**config.mk**
```make
export PLATFORM = sky130hd
export DESIGN_NAME = fifo_stream_reader
export DESIGN_NICKNAME = d
export VERILOG_FILES = /design/src/rtl/fifo_stream_reader.sv
export SDC_FILE = /design/constraint.sdc
export NUM_CORES = 1
export LEC_CHECK = 0
export ABC_AREA = 1
export BUFFER_PORTS_ARGS = -buffer_cell sky130_fd_sc_hd__buf_2
export CELL_PAD_IN_SITES_DETAIL_PLACEMENT = 0
export CELL_PAD_IN_SITES_GLOBAL_PLACEMENT = 2
export CORE_ASPECT_RATIO = 0.9
export CORE_MARGIN = 4
export CORE_UTILIZATION = 36
export DETAILED_ROUTE_END_ITERATION = 6
export PLACE_DENSITY = 0.93
export SYNTH_ARGS = -nofsm -noshare
export SYNTH_HDL_FRONTEND = slang
export SYNTH_SLANG_ARGS = --single-unit
```
**constraint.sdc**
```tcl
create_clock -name clk -period 5.81 [get_ports clk]
set_clock_uncertainty 0.15 [all_clocks]
set_input_delay 1.162 -clock clk [delete_from_list [all_inputs] [get_ports clk]]
set_output_delay 1.162 -clock clk [all_outputs]
set_load 0.02 [all_outputs]
```
**src/rtl/fifo_stream_reader.sv**
```systemverilog
// fifo_stream_reader
// Drains a synchronous FIFO that has a one-cycle read latency and presents its
// words as a valid/ready stream. A 2-entry output buffer hides the read latency,
// so the block sustains one word per cycle while m_ready stays high.
// m_last marks the final word of every FRAME_LEN-word block.
//
// Handshake: a word transfers on any rising clk edge where m_valid && m_ready.
// While m_valid is high and m_ready is low, m_data and m_last hold stable.
// m_valid never depends on m_ready.
module fifo_stream_reader #(
    parameter int BIT_WIDTH = 8,
    parameter int FRAME_LEN = 64
) (
    input  logic                 clk,
    input  logic                 n_rst,
    input  logic                 en,
    input  logic                 fifo_empty,
    output logic                 fifo_re,
    input  logic [BIT_WIDTH-1:0] fifo_dout,
    output logic                 m_valid,
    input  logic                 m_ready,
    output logic [BIT_WIDTH-1:0] m_data,
    output logic                 m_last
);

    localparam int CNT_W = $clog2(FRAME_LEN + 1);
    localparam logic [CNT_W-1:0] LAST_BEAT = CNT_W'(FRAME_LEN - 1);
    localparam logic [CNT_W-1:0] BEAT_ONE  = CNT_W'(1);

    // Output buffer: two word slots with head/tail pointers and an occupancy count.
    logic [BIT_WIDTH-1:0] r_buf [2];
    logic                 r_head;
    logic                 r_tail;
    logic [1:0]           r_count;

    // High during the cycle in which fifo_dout carries a word we asked for.
    logic                 r_rd_pend;

    // Position of the current head word inside its FRAME_LEN block.
    logic [CNT_W-1:0]     r_beat_cnt;

    logic                 w_pop;
    logic                 w_rd_accept;
    logic [2:0]           w_occ;

    assign m_valid = (r_count != 2'd0);
    assign m_data  = r_buf[r_head];
    assign m_last  = m_valid && (r_beat_cnt == LAST_BEAT);

    // Read issue: only request a word if the buffer is sure to have a slot for it
    // once it arrives, counting the word already in flight and this cycle's pop.
    always_comb begin
        w_pop       = m_valid && m_ready;
        w_occ       = {1'b0, r_count} + {2'b00, r_rd_pend} - {2'b00, w_pop};
        fifo_re     = n_rst && en && !fifo_empty && (w_occ < 3'd2);
        w_rd_accept = fifo_re && !fifo_empty;
    end

    // Track whether fifo_dout holds a requested word in the next cycle.
    always_ff @(posedge clk) begin
        if (!n_rst) begin
            r_rd_pend <= 1'b0;
        end else begin
            r_rd_pend <= w_rd_accept;
        end
    end

    // Capture arriving words at the tail and retire accepted words from the head.
    always_ff @(posedge clk) begin
        if (!n_rst) begin
            r_buf[0] <= '0;
            r_buf[1] <= '0;
            r_head   <= 1'b0;
            r_tail   <= 1'b0;
            r_count  <= 2'd0;
        end else begin
            if (r_rd_pend) begin
                r_buf[r_tail] <= fifo_dout;
                r_tail        <= ~r_tail;
            end
            if (w_pop) begin
                r_head <= ~r_head;
            end
            r_count <= r_count + {1'b0, r_rd_pend} - {1'b0, w_pop};
        end
    end

    // Count delivered words within the block, wrapping after the last one.
    always_ff @(posedge clk) begin
        if (!n_rst) begin
            r_beat_cnt <= '0;
        end else if (w_pop) begin
            if (r_beat_cnt == LAST_BEAT) begin
                r_beat_cnt <= '0;
            end else begin
                r_beat_cnt <= r_beat_cnt + BEAT_ONE;
            end
        end
    end

endmodule
```
==> results.yml <==
run_status:
  status: "complete, no violations"
worst_hold_path:
  hp-class: "flip-flop to flip-flop"
  hold_path_depth: 1
power_and_ir_drop:
  power_density_nw_per_um2: 357
  leakage_nw: 0.741
  power.total_uw: 556
  vdd_ir_drop_max_v: 0.000140
sta:
  setup_viol: 0
  finalCritPeriodShare: 0.751
  rsz0062_at_grt: "no"
  setup_slack_ns: 1.44
  period_minus_slack_ns: 4.37
  hold_viol: 0
  tightest_slew_ns: 0.387
  slew_headroom: 0.742
  finalSetupTns_ns: 0
  slew_violations: 0
  max_freq_mhz: 229
yosys:
  synth_top_area_frac: 0.365
  synth_top_cell_by_area: "edfxtp_1"
  synthCells: 133
  syn_avg_cell_area_um2: 9.89
  async_reset_ff_frac: 0
  synth_edf_count: 16
  ys_types: 22
  synthFlopType: "edfxtp_1"
  syn_nets: 150
  ys_warn_count: 0
  ys_top_cells_by_count: "nor2_1, inv_1, nand2_1, edfxtp_1, dfxtp_1"
  synth_seq_cells: 29
  yosys-top-cells-area: "edfxtp_1, dfxtp_1, nor2_1, inv_1, mux2_2"
  yosysSeqAreaShare: 0.563
  yosysMostFrequentCell: "nor2_1"
  synth_area_um2: 1320
critical_path:
  crit_chain: "buf_2 -> inv_1 -> nor2_4 -> ha_1 -> inv_1 -> ha_1 -> fa_1 -> nor4_1 -> buf_2"
  path_max_fanout: 13
  crit_slowest_cell: "fa_1"
  crit_end: "fifo_re"
  r2r_slack_ns: 3.63
  critPathKind: "primary input to output pin"
  end_kind: "output pin"
  cpPeakStageDelay_ns: 0.45
  worstPathArrival_ns: 3.05
  start_kind: "primary input"
  required_ns: 4.50
  worst-r2r-cell-count: 7
  r2r_end: "r_rd_pend"
  r2r_start: "r_count[1]"
  cp-startpoint: "m_ready"
detailed_routing:
  antenna_left: 0
  route.detailed.drc: 0
  routed_via_density: 4.57
  drtIter0Drc: 45
  routed_wl_um: 2320
  routedWlPerCell_um: 11.3
  firstDrtPassIters: 4
  dr_total_vias: 936
place:
  dp_hpwl_um: 1710
  place_inst: 197
  place_ws_ns: 1.47
  portBuffers: 23
  gp_congestion: 0.840
layout:
  diodes: 0
  post-route-util: 0.450
  drive_above_1_share: 0.273
  finalNetCount: 177
  syn_to_final_growth_pct: 18.3
  final_cells: 205
global_route:
  grt_max_degree: 15
  grt_overflow_total: 0
  grt_antenna_before_repair: 0
  grt_use_total: 0.114
  grt_pass1_wl_um: 3960
  grt_pass1_vias: 926
die:
  io_pins: 24
  core_um2: 3450
  die_h_um: 65.3
  rows: 20
  die-area_um2: 4680
  initial_utilization: 0.381
  die_w_um: 71.7
clock_network:
  clk_latency_ns: 0.28
  post-cts-setup-buffers: 0
  clock-sinks: 29
  cts-htree-levels: 2
  ctsResizeCount: 0
  root_buffer: "clkbuf_8"
  numCtsBuffers: 5
  hold_buffers: 0
  clk_pin_slew_ns: 0.06
  cts_tree: "yes"
  clockBufferDepth: 2
job:
  maxCapViolCount: 0
-- metrics by stage --
stage	hold WS [ns]	instance area, um^2
after floorplan	0.275	1320
after global placement	0.285	1460
after detailed placement	0.293	1460
after CTS	0.300	1560
after global routing	0.354	1560
final	0.304	1560
-- per-layer routing --
metal	up-vias	track usage	part of all wire
met5	-	0	0
li1	474	-	-
met2	26	0.201	0.50
met3	9	0.0474	0.066
met4	0	0.0587	0.025
met1	427	0.115	0.41
-- kinds of logic after synthesis --
group,after synthesis,share of synthesized area
simple gates,55,0.188
xor+xnor,4,0.0266
mux,8,0.0685
flops,29,0.563
compound gates,6,0.0247
buf+inv,27,0.0847
fa+ha+maj,4,0.0438
-- power breakdown --
group	total (mW)	switching [mW]	internal, mW
registers	0.258	0.0172	0.241
clock network	0.166	0.0724	0.0935
logic	0.132	0.0791	0.0526
total	0.556	0.169	0.387
-- critical path: cells and delay by family --
| family | cells | cell delay, ns |
|---|---|---|
| buf+inv | 4 | 0.41 |
| simple gates | 2 | 0.58 |
| fa+ha+maj | 3 | 0.89 |
-- worst min path at each step --
stage / startpoint / slack, ns / end
after detailed placement: r_head / 0.29 / r_head
after floorplan: r_head / 0.28 / flip-flop
after CTS: r_head / 0.30 / r_head
after global routing: r_head / 0.35 / r_head
final: r_head / 0.30 / r_head
after global placement: r_head / 0.28 / r_head
-- placed cells by master (no fill, tap or decap), drive strengths merged --
master,Yosys,layout
clkinv,0,2
nand2,18,18
nor4,2,2
ha,3,3
clkbuf,0,6
xnor2,1,1
xor2,3,3
fa,1,1
edfxtp,16,16
a21oi,3,3
mux2,8,8
o211ai,1,1
inv,24,24
nand4,2,2
nand3,4,4
buf,3,23
nor2,29,29
o21ai,2,2
dfxtp,13,13
-- cell type report --
type | count | area (um^2)
Clock buffer | 6 | 82.6
Tap cell | 44 | 55.1
Sequential cell | 29 | 741
Fill cell | 338 | 1900
Inverter | 24 | 90.1
Clock inverter | 2 | 8.76
Multi-Input combinational cell | 77 | 463
Timing Repair Buffer | 23 | 115
-- flip-flops by register name, indices dropped and copies added (netlist names), named ones only --
name / count
r_tail: 1
r_buf: 16
r_count: 2
r_head: 1
r_rd_pend: 1
r_beat_cnt: 7
Note: power is estimated with default switching activity, not from simulation.
